$ cat src/rtl/demux2_buf_if.sv
// Handshake bundle for the two-channel buffered demultiplexer.
// The slave modport belongs to the demux; the master modport is the surrounding logic.
interface demux2_buf_if #(
  parameter int WIDTH = 8
);
  logic             in_valid;
  logic             in_ready;
  logic             in_sel;
  logic [WIDTH-1:0] in_data;

  logic             out0_valid;
  logic             out0_ready;
  logic [WIDTH-1:0] out0_data;
  logic [1:0]       out0_count;

  logic             out1_valid;
  logic             out1_ready;
  logic [WIDTH-1:0] out1_data;
  logic [1:0]       out1_count;

  modport slave (
    input  in_valid, in_sel, in_data, out0_ready, out1_ready,
    output in_ready,
    output out0_valid, out0_data, out0_count,
    output out1_valid, out1_data, out1_count
  );

  modport master (
    output in_valid, in_sel, in_data, out0_ready, out1_ready,
    input  in_ready,
    input  out0_valid, out0_data, out0_count,
    input  out1_valid, out1_data, out1_count
  );
endinterface

$ cat src/rtl/demux2_buf.sv
// Routes one upstream stream into two independent 2-entry FIFOs chosen by in_sel.
// Outputs come straight from registered head slots; in_ready never looks at the consumers.
module demux2_buf #(
  parameter int WIDTH = 8
) (
  input  logic         clk,
  input  logic         reset_n,
  demux2_buf_if.slave  bus
);

  logic [1:0]       out_ready;
  logic [1:0]       sel_onehot;
  logic [1:0]       push;
  logic [1:0]       pop;
  logic [1:0]       count_w [2];
  logic [WIDTH-1:0] head_w  [2];

  assign out_ready  = {bus.out1_ready, bus.out0_ready};
  assign sel_onehot = {bus.in_sel, ~bus.in_sel};

  // A full FIFO refuses input even when it is being drained this cycle.
  assign bus.in_ready = (count_w[bus.in_sel] != 2'd2);

  generate
    for (genvar gi = 0; gi < 2; gi++) begin : gen_ch
      logic [1:0]       count_q, count_d;
      logic [WIDTH-1:0] head_q, head_d;
      logic [WIDTH-1:0] tail_q, tail_d;

      assign push[gi] = bus.in_valid & bus.in_ready & sel_onehot[gi];
      assign pop[gi]  = (count_q != 2'd0) & out_ready[gi];

      always_comb begin
        count_d = count_q;
        head_d  = head_q;
        tail_d  = tail_q;
        unique case ({push[gi], pop[gi]})
          2'b10: begin
            if (count_q == 2'd0) head_d = bus.in_data;
            else                 tail_d = bus.in_data;
            count_d = count_q + 2'd1;
          end
          2'b01: begin
            if (count_q == 2'd2) head_d = tail_q;
            count_d = count_q - 2'd1;
          end
          // Push and pop together only happen at count 1: the new word replaces the head.
          2'b11: head_d = bus.in_data;
          default: ;
        endcase
      end

      always_ff @(posedge clk or negedge reset_n) begin
        if (!reset_n) begin
          count_q <= 2'd0;
          head_q  <= '0;
          tail_q  <= '0;
        end else begin
          count_q <= count_d;
          head_q  <= head_d;
          tail_q  <= tail_d;
        end
      end

      assign count_w[gi] = count_q;
      assign head_w[gi]  = head_q;
    end
  endgenerate

  assign bus.out0_valid = (count_w[0] != 2'd0);
  assign bus.out0_data  = head_w[0];
  assign bus.out0_count = count_w[0];
  assign bus.out1_valid = (count_w[1] != 2'd0);
  assign bus.out1_data  = head_w[1];
  assign bus.out1_count = count_w[1];

endmodule

$ cat src/flat_wrapper.sv
// flat-port wrapper written by rule: the top's interface ports become plain ports
module demux2_buf_flat 
#(
  parameter int WIDTH = 8
)
  (clk, reset_n, bus_in_valid, bus_in_sel, bus_in_data, bus_out0_ready, bus_out1_ready, bus_in_ready, bus_out0_valid, bus_out0_data, bus_out0_count, bus_out1_valid, bus_out1_data, bus_out1_count);
  demux2_buf_if #(.WIDTH(WIDTH)) bus_i ();
  input  logic clk;
  input  logic reset_n;
  input wire logic [$bits(bus_i.in_valid)-1:0] bus_in_valid;
  input wire logic [$bits(bus_i.in_sel)-1:0] bus_in_sel;
  input wire logic [$bits(bus_i.in_data)-1:0] bus_in_data;
  input wire logic [$bits(bus_i.out0_ready)-1:0] bus_out0_ready;
  input wire logic [$bits(bus_i.out1_ready)-1:0] bus_out1_ready;
  output wire logic [$bits(bus_i.in_ready)-1:0] bus_in_ready;
  output wire logic [$bits(bus_i.out0_valid)-1:0] bus_out0_valid;
  output wire logic [$bits(bus_i.out0_data)-1:0] bus_out0_data;
  output wire logic [$bits(bus_i.out0_count)-1:0] bus_out0_count;
  output wire logic [$bits(bus_i.out1_valid)-1:0] bus_out1_valid;
  output wire logic [$bits(bus_i.out1_data)-1:0] bus_out1_data;
  output wire logic [$bits(bus_i.out1_count)-1:0] bus_out1_count;
  assign bus_i.in_valid = bus_in_valid;
  assign bus_i.in_sel = bus_in_sel;
  assign bus_i.in_data = bus_in_data;
  assign bus_i.out0_ready = bus_out0_ready;
  assign bus_i.out1_ready = bus_out1_ready;
  assign bus_in_ready = bus_i.in_ready;
  assign bus_out0_valid = bus_i.out0_valid;
  assign bus_out0_data = bus_i.out0_data;
  assign bus_out0_count = bus_i.out0_count;
  assign bus_out1_valid = bus_i.out1_valid;
  assign bus_out1_data = bus_i.out1_data;
  assign bus_out1_count = bus_i.out1_count;
  demux2_buf #(.WIDTH(WIDTH)) u_core (.clk(clk), .reset_n(reset_n), .bus(bus_i));
endmodule
$ cat config.mk
export PLATFORM = sky130hd
export DESIGN_NAME = demux2_buf_flat
export DESIGN_NICKNAME = d
export VERILOG_FILES = /design/src/rtl/demux2_buf_if.sv /design/src/rtl/demux2_buf.sv /design/src/flat_wrapper.sv
export SDC_FILE = /design/constraint.sdc
export NUM_CORES = 1
export LEC_CHECK = 0
export BUFFER_PORTS_ARGS = -buffer_cell sky130_fd_sc_hd__buf_2
export CAP_MARGIN = 5
export CELL_PAD_IN_SITES_DETAIL_PLACEMENT = 1
export CELL_PAD_IN_SITES_GLOBAL_PLACEMENT = 2
export CORE_UTILIZATION = 39
export DETAILED_ROUTE_END_ITERATION = 6
export PLACE_DENSITY_LB_ADDON = 0.1
export RECOVER_POWER = 50
export SYNTH_ARGS = -nofsm -noshare
export SYNTH_HDL_FRONTEND = slang
export SYNTH_SLANG_ARGS = --single-unit
$ cat constraint.sdc
create_clock -name clk -period 4.6 [get_ports clk]
set_clock_uncertainty 0.1 [all_clocks]
set_input_delay 0 -clock clk [delete_from_list [all_inputs] [get_ports clk]]
set_output_delay 0 -clock clk [all_outputs]
set_load 0.05 [all_outputs]
-- Word level (Yosys, flattened, before mapping)
Cells that the tools add are included.
- latch bits: 0
- logic and storage cells: 56
- register bits: 36
- output and inout port bits: 23
- input port bits: 14
- bits in read-only memories: 0
- memories kept: 0
- memory bits (writable): 0
- $lt $le $gt $ge: 1
- div/mod/pow operators: 0
- reduce and logical (&&, ||, !) cells: 12
- bitwise logic cells: 9
- multiply operators: 0
- add/sub/neg operators: 4
- multiplexer cells: 11
- shifts and indexed selects: 0
- equality and inequality tests: 13
- operator list (cell ; number):
    case mux 8 bit (3 select lines) ; 2
    2-to-1 mux 8 bit ; 4
    equality test 2 bit, second input constant ; 6
    inequality test 2 x 1 -> 1 bit, second input constant ; 4
    case mux 2 bit (2 select lines) ; 2
    nonzero test 2 bit ; 4
    2-to-1 mux 2 bit ; 3
    AND reduction 3 bit ; 2
    nonzero test 3 bit ; 2
    AND 1 bit ; 5
    adder 2 x 1 -> 2 bit, second input constant ; 2
    equality test 2 x 1 -> 1 bit, second input constant ; 2
    zero test 2 bit ; 2
    AND reduction 2 bit ; 2
    subtractor 2 x 1 -> 2 bit, second input constant ; 2
    inverter 1 bit ; 3
    >= comparator 2 bit, second input constant ; 1
    inequality test 2 bit, second input constant ; 1
    inverter 1 -> 2 bit ; 1

-- Longest topological paths before layout
Gate-level depths: netlist of the first run.
- word-level depth: 10
- gate-level depth with buffers: 9
- mapped depth without buffers: 7

-- Worst setup path before layout of the first run
Ideal clock, no wire load.
- path kind: reg-to-reg
- from: reg u_core.gen_ch[1].count_q[0], in the netlist u_core.bus.out1_count[0]
- to: reg u_core.gen_ch[1].head_q[0], in the netlist u_core.bus.out1_data[0]
- slack: 1836 ps
- stages on the path, launching flop included: 9
- setup time: 125 ps
- data arrival time: 2539 ps
- path buffers: 1
- required time: 4375 ps
- clock period less this slack: 2764 ps
- path through: dfrtp_1 buf_2 or2_1 nand2_1 inv_1 ha_1 nand4bb_4 a22oi_4 mux2_2
- elaborated cells between the ends (all ways): 18
- those cells by class: eq/ne (7); mux (4); bitwise (3); reduce/logical (4)
- RTL lines (what ; line ; source):
    start: declaration ; demux2_buf.sv:26 ; logic [1:0] count_q, count_d;
    start signal: assignment ; demux2_buf.sv:59 ; count_q <= count_d;
    nonzero test 2 bit (*) ; -- ;
    via bus_out1_valid ; flat_wrapper.sv:19 ; output wire logic [$bits(bus_i.out1_valid)-1:0] bus_out1_valid;
    AND 1 bit (*) ; demux2_buf.sv:31 ; assign pop[gi] = (count_q != 2'd0) & out_ready[gi];
    equality test 2 x 1 -> 1 bit or equality test 2 bit (tied branches) ; demux2_buf.sv:37 ; unique case ({push[gi], pop[gi]})
    inequality test 2 x 1 -> 1 bit (no source line) or nonzero test 3 bit (tied branches) ; -- ;
    AND reduction 3 bit (no source line) ; -- ;
    end signal: assignment ; demux2_buf.sv:56 ; head_q <= '0;
    end signal: assignment ; demux2_buf.sv:60 ; head_q <= head_d;
    end: declaration ; demux2_buf.sv:27 ; logic [WIDTH-1:0] head_q, head_d;
The timed path passes the listed nets; every way through them passes the cells marked *. The select of a mux whose other input is x is not followed.
A chain may end at the register's enable or synchronous reset.

-- Worst setup path after layout of the first run
- from: reg u_core.gen_ch[0].count_q[0], in the netlist u_core.bus.out0_count[0]
- to: reg u_core.gen_ch[0].head_q[7], in the netlist u_core.bus.out0_data[7]
- longest elaborated chain between the ends: 9
- elaborated cells between the ends (all ways): 18
- those cells by class: eq/ne (7); mux (4); bitwise (3); reduce/logical (4)
- ends and longest elaborated chain (what ; line ; source):
    start: declaration ; demux2_buf.sv:26 ;
    start signal: assignment ; demux2_buf.sv:59 ;
    2-to-1 mux 2 bit (not written as such) (3 in a row) ; demux2_buf.sv:22 ; assign bus.in_ready = (count_w[bus.in_sel] != 2'd2);
    inequality test 2 bit ; demux2_buf.sv:22 ;
    AND 1 bit (2 in a row) ; demux2_buf.sv:30 ; assign push[gi] = bus.in_valid & bus.in_ready & sel_onehot[gi];
    equality test 2 x 1 -> 1 bit or equality test 2 bit (tied branches) ; demux2_buf.sv:37 ;
    inequality test 2 x 1 -> 1 bit (no source line) or nonzero test 3 bit (tied branches) ; -- ;
    AND reduction 3 bit (no source line) ; -- ;
    end signal: assignment ; demux2_buf.sv:56 ;
    end signal: assignment ; demux2_buf.sv:60 ;
    end: declaration ; demux2_buf.sv:27 ;
Several ways; a longest one is shown, not always the timed one. The select of a mux whose other input is x is not followed.

==> results of run 1 <==
==> layout by cell type (no fill, tap or decap), types with 2 or more instances in the layout <==
| cell | Yosys | routed |
|---|---|---|
| nor2_1 | 3 | 3 |
| buf_2 | 2 | 19 |
| nand2b_1 | 2 | 2 |
| clkbuf_1 | 0 | 17 |
| inv_1 | 4 | 4 |
| clkbuf_8 | 0 | 6 |
| mux2_2 | 47 | 47 |
| xor2_1 | 3 | 3 |
| nand2_1 | 4 | 4 |
| nand2_2 | 2 | 2 |
| or2_2 | 2 | 2 |
| a21oi_1 | 2 | 2 |
| dfrtp_1 | 36 | 36 |
| clkinv_2 | 0 | 2 |
| dlygate4sd3_1 | 0 | 9 |
| xnor2_1 | 3 | 3 |
| ha_1 | 6 | 6 |
==> path summary, 6_finish.rpt <==
kind	from	end	slack, ps	cells past startpoint
max in group asynchronous	reset_n	u_core.bus.out0_data[5]	2560	2
hold reg to reg	u_core.bus.out1_data[2]	u_core.bus.out1_data[2]	390	1
min in group asynchronous	reset_n	u_core.bus.out1_count[0]	720	2
setup reg to reg	u_core.bus.out0_count[0]	u_core.bus.out0_data[7]	2240	6
setup / recovery	u_core.bus.out0_count[0]	u_core.bus.out0_data[7]	2240	6
hold / removal	bus_out1_ready	u_core.bus.out1_count[0]	70	4
==> state kept, by name (all words and copies together), names as in the netlist <==
register               flops
u_core.gen_ch.tail_q      16
u_core.bus.out0_count      2
u_core.bus.out0_data       8
u_core.bus.out1_data       8
u_core.bus.out1_count      2
==> cell families (layout without fill, tap and decap cells) <==
group	Yosys count	in the layout	share of synthesized area
compound gates	4	4	0.0267
xor+xnor	6	6	0.0295
fa+ha+maj	6	6	0.0422
buf+inv	7	57	0.0183
flops	36	36	0.506
mux	49	49	0.309
simple gates	18	18	0.0682
==> cell type report <==
class,count,area [µm²]
sequential,36,901
tap,52,65.1
fill,457,2210
clock buffer,6,82.6
timing repair buffer,45,249
multi-input combinational,83,847
clock inverter,2,10.0
inverter,4,15.0
==> tightest hold or removal path: cells and delay by family <==
family        cells  cell delay [ps]
simple gates      1               70
buf+inv           1              110
fa+ha+maj         1              170
xor+xnor          1               60
==> per-stage QoR <==
stage	utilization	instance area, µm²	setup WS (ps)	hold slack, ps	std cells
after detailed placement	0.458	2010	2210	40.6	211
after global routing	0.495	2170	2020	122	228
final	0.495	2170	2240	74.0	228
after CTS	0.500	2190	2200	67.4	228
after global placement	0.458	2010	2280	20.9	211
after floorplan	-	1780	1840	-396	126
==> what timing repair did <==
item                      4_1_cts  5_1_grt
resized for setup               0        0
hold endpoints to repair       52        0
hold buffers                    9        0
==> layer usage <==
| layer | GRT usage | share of wire | routed length (µm) | vias up |
|---|---|---|---|---|
| met5 | 0 | 0 | 0 | - |
| met1 | 0.176 | 0.38 | 1330 | 578 |
| li1 | - | - | - | 532 |
| met4 | 0.0794 | 0.018 | 62 | 0 |
| met3 | 0.0349 | 0.039 | 135 | 8 |
| met2 | 0.287 | 0.56 | 1940 | 27 |
==> flow_metrics.tcl, run 1 <==
set metrics [dict create \
    grt_max_degree 37 \
    coreArea_mm2 0.00438 \
    syn_inst 126 \
    yosysSeqAreaShare 0.506 \
    synth_cell_types 23 \
    worst_slew_pin_slew_ps 1950 \
    grt_setup_unrepaired "false" \
    grt_use_total 0.160 \
    nNetsFinal 195 \
    slew_headroom -0.299 \
    fmax_mhz 424 \
    drc_errors 0 \
    max-cap-violations 1 \
    maxSlewViolCount 37 \
    clockRootBuffer "clkbuf_8" \
    cp-start-kind "flop" \
    postCtsSetupBuffers 0 \
    yosys_warnings 0 \
    min_period_ps 2360 \
    yosys_register_bits 36 \
    hold_class "primary input to flop" \
    drt.antenna.violating_nets 0 \
    dieArea_mm2 0.00484 \
    synth-async-reset-ratio 1.00 \
    io_pins 37 \
    clock_latency_ps 280 \
    initial_core_util 0.406 \
    routed_via_density 5.02 \
    dpl.hpwl_mm 2.57 \
    vias 1145 \
    htreeDepth 2 \
    synth_area_leaders "dfrtp_1 (51%), mux2_2 (30%), ha_1 (4.2%)" \
    grt_pass1_wl_mm 5.91 \
    synth_edf_count 0 \
    drt_iter0_drc 16 \
    cts_tree "yes" \
    synth_common_cells "mux2_2 (47), dfrtp_1 (36), ha_1 (6), inv_1 (4), nand2_1 (4)" \
    required_ps 4670 \
    crit_path_top_delay_cell "ha_1" \
    fin_setup_tns_ps 0 \
    syn_area_mm2 0.00178 \
    port_buffers 36 \
    grt_remaining_overflow 0 \
    cpPeakStageDelay_ps 480 \
    synth_largest_area_cell "dfrtp_1" \
    synth_most_common_cell "mux2_2" \
    path_class "flop to flop" \
    fp-row-count 24 \
    die_y_um 69.6 \
    synthFlopType "dfrtp_1" \
    crit_fanout 11 \
    path_cells "nand2b_1 > nand3b_1 > ha_1 > mux2i_1 > a21oi_4 > mux2_2" \
    path_clk_slew_ps 70 \
    numCtsBuffers 5 \
    wl_mm 3.47 \
    gp_congestion 0.679 \
    arrival_ps 2430 \
    antenna_cells 0 \
    cp_num_buf_inv 0 \
    layout_worst_path_cycle_share 0.513 \
    synth_top_area_share 0.506 \
    synth_nets 146 \
    setup_viol 0 \
    grt_pass1_vias 1295 \
    cp-end-kind "flop" \
    area_growth_pct 21.9 \
    violations "max-capacitance violations, max-slew violations" \
    clock-sinks 36 \
    syn_area_per_cell_um2 14.1 \
    cts_buffer_depth 2 \
    drive_gt1_frac 0.466 \
    status "finished with violations" \
    antenna_found_initial 0 \
    wire_per_inst_um 15.2 \
    hold_viol 0 \
    dr.pass1.iters 2 \
    die_x_um 69.6 \
    crit_family "multiplexers" \
]
Power of run 1 is left out: the tool's default activity adds up to more than one toggle a clock period on the data nets, which glitch-free logic cannot reach.
==> run 2, diff against run 1 <==
ABC_AREA = 1   (was default)
CORE_UTILIZATION = 32   (was 39)
clock period = 2.4 ns   (was 4.6 ns; I/O delays follow)
==> run 2 against run 1 <==
- the run now ends clean
- register-to-register slack got worse by 1900 ps
- count of clock-buffer cells in the layout rose by 1
- via count is 27% higher
- cell count rose by 39%
- synthesized cell count is 57% higher
- hold slack improved by 21 ps
- wire length is 19% higher
- critical path depth grew 3
- global-route usage is 0.11 points lower
- area after synthesis rose by 0.70%
- cell area rose by 1.6%
==> flow_metrics.tcl, run 2 <==
set metrics [dict create \
    syn_inst 198 \
    synth_most_common_cell "nand2_1" \
    cts_tree "yes" \
    ir_drop_v 0.000632 \
    power.leakage_uw 0.00110 \
    port_buffers 36 \
    whs_ps 94.8 \
    fin_setup_tns_ps 0 \
    hold_viol 0 \
    required_ps 2460 \
    initial_core_util 0.342 \
    dr.pass1.iters 4 \
    post-route-util 0.421 \
    antenna_found_initial 0 \
    synth_common_cells "nand2_1 (62), dfrtp_1 (36), o21ai_0 (33), inv_1 (16), nand3_1 (9)" \
    cp-end-kind "flop" \
    max-cap-violations 0 \
    path_class "flop to flop" \
    synth_largest_area_cell "dfrtp_1" \
    clockRootBuffer "clkbuf_8" \
    p_per_area_mw_per_mm2 1530 \
    grt_max_degree 37 \
    synthFlopType "dfrtp_1" \
    yosysSeqAreaShare 0.502 \
    fmax_mhz 493 \
    nNetsFinal 265 \
    syn_area_per_cell_um2 9.06 \
    synth_cell_types 21 \
    yosys_warnings 0 \
    largest_register_ffs 16 \
    drt_iter0_drc 82 \
    slew_headroom 0.389 \
    wire_per_inst_um 13.0 \
    die_x_um 76.9 \
    crit_fanout 16 \
    io_pins 37 \
    area_growth_pct 22.9 \
    clock-sinks 36 \
    coreArea_mm2 0.00524 \
    syn_area_mm2 0.00179 \
    cp-start-kind "flop" \
    hold_class "primary input to flop" \
    die_y_um 76.9 \
    dpl.hpwl_mm 3.13 \
    final_common_cell "nand2_1" \
    status "completed" \
    grt_use_total 0.159 \
    htreeDepth 2 \
    min_period_ps 2030 \
    gp_congestion 0.779 \
    vias 1458 \
    grt_setup_unrepaired "false" \
    synth_nets 218 \
    p_total_uw 3360 \
    setup_viol 0 \
    wl_mm 4.12 \
    grt_pass1_vias 1534 \
    grt_remaining_overflow 0 \
    arrival_ps 2080 \
    drc_errors 0 \
    crit_path_top_delay_cell "dfrtp_1" \
    drt.antenna.violating_nets 0 \
    mostFrequentLayoutCells "nand2_1 (62), dfrtp_1 (36), o21ai_0 (33)" \
    maxSlewViolCount 0 \
    dieArea_mm2 0.00591 \
    postCtsSetupBuffers 0 \
    layout_worst_path_cycle_share 0.845 \
    synth-async-reset-ratio 1.00 \
    regMostFlops "u_core.gen_ch.tail_q" \
    synth_edf_count 0 \
    cts-resized-gates 0 \
    antenna_cells 0 \
    clock_latency_ps 280 \
    numCtsBuffers 5 \
    cpPeakStageDelay_ps 420 \
    synth_top_area_share 0.502 \
    drive_gt1_frac 0.199 \
    cts_hold_buf 9 \
    yosys_register_bits 36 \
    worst_slew_pin_slew_ps 916 \
    routed_via_density 4.61 \
    fp-row-count 26 \
    path_cells "inv_1 > nand2_1 > nand2_1 > nor2_1 > inv_1 > ha_1 > a21oi_1 > o21ai_0 > xor2_1" \
    grt_pass1_wl_mm 7.36 \
    cts_buffer_depth 2 \
    path_clk_slew_ps 70 \
    synth_area_leaders "dfrtp_1 (50%), nand2_1 (13%), o21ai_0 (9.2%)" \
]
-- run 2: cell count changes in the layout (fill, tap and decap cells not counted), moves of 3 or more --
cell     delta
nand2_4     +5
nand2_2     +3
nand2_1    +58
o21ai_0    +33
mux2_2     -47
o21ai_2     +8
inv_2       +3
nand3_1     +9
inv_1      +12
-- run 2: report_power, final --
part	leakage, µW	switching (µW)	internal (µW)
combinational	0.000588	1300	416
sequential	0.000447	168	896
clock	0.0000645	213	367
total	0.00110	1680	1680
-- run 2: worst max-delay path, delay by kind of cell, from the launching register on --
kind | cells | cell delay, ps
flops | 1 | 420
fa+ha+maj | 1 | 350
compound gates | 2 | 330
simple gates | 3 | 310
buf+inv | 2 | 210
xor+xnor | 1 | 170
-- run 2: kinds of logic (layout without fill, tap and decap cells) --
logic type | after synthesis | in the layout | synth area share
XOR/XNOR | 4 | 4 | 0.0195
adder cells (fa/ha/maj) | 6 | 6 | 0.0419
flip-flops | 36 | 36 | 0.502
AO/OA/AOI/OAI | 42 | 42 | 0.134
AND/OR/NAND/NOR | 86 | 86 | 0.234
buffers and inverters | 24 | 72 | 0.0684
-- run 2: final timing paths --
kind                                     startpoint                        to  slack [ps]  depth (start not counted)
setup / recovery           u_core.bus.out1_count[0]  u_core.bus.out1_count[1]         370                          9
hold / removal                       bus_out1_ready   u_core.bus.out1_data[0]          90                          5
setup reg to reg           u_core.bus.out1_count[0]  u_core.bus.out1_count[1]         370                          9
hold reg to reg             u_core.bus.out1_data[7]   u_core.bus.out1_data[7]         370                          2
max in group asynchronous                   reset_n   u_core.bus.out1_data[2]        1350                          2
min in group asynchronous                   reset_n   u_core.bus.out0_data[0]         280                          2
-- run 2: routing by layer --
metal / share of wire / global-route usage / vias up
met5: 0 / 0 / -
met4: 0.014 / 0.0615 / 0
met3: 0.039 / 0.0429 / 5
met2: 0.50 / 0.265 / 30
met1: 0.45 / 0.193 / 701
li1: - / - / 722
-- run 2: layout make-up --
class / count / area [µm²]
Sequential cell: 36 / 901
Clock buffer: 7 / 96.3
Timing Repair Buffer: 45 / 248
Clock inverter: 1 / 30.0
Multi-Input combinational cell: 138 / 769
Fill cell: 654 / 3030
Tap cell: 70 / 87.6
Inverter: 19 / 71.3
-- run 2: through the flow --
step	instances	setup WS (ps)	area [µm²]
floorplan	198	256	1790
global placement	299	544	2010
detailed placement	299	391	2010
CTS	316	376	2230
global route	316	99.9	2200
finish	316	371	2200
(Power assumes the default switching activity.)
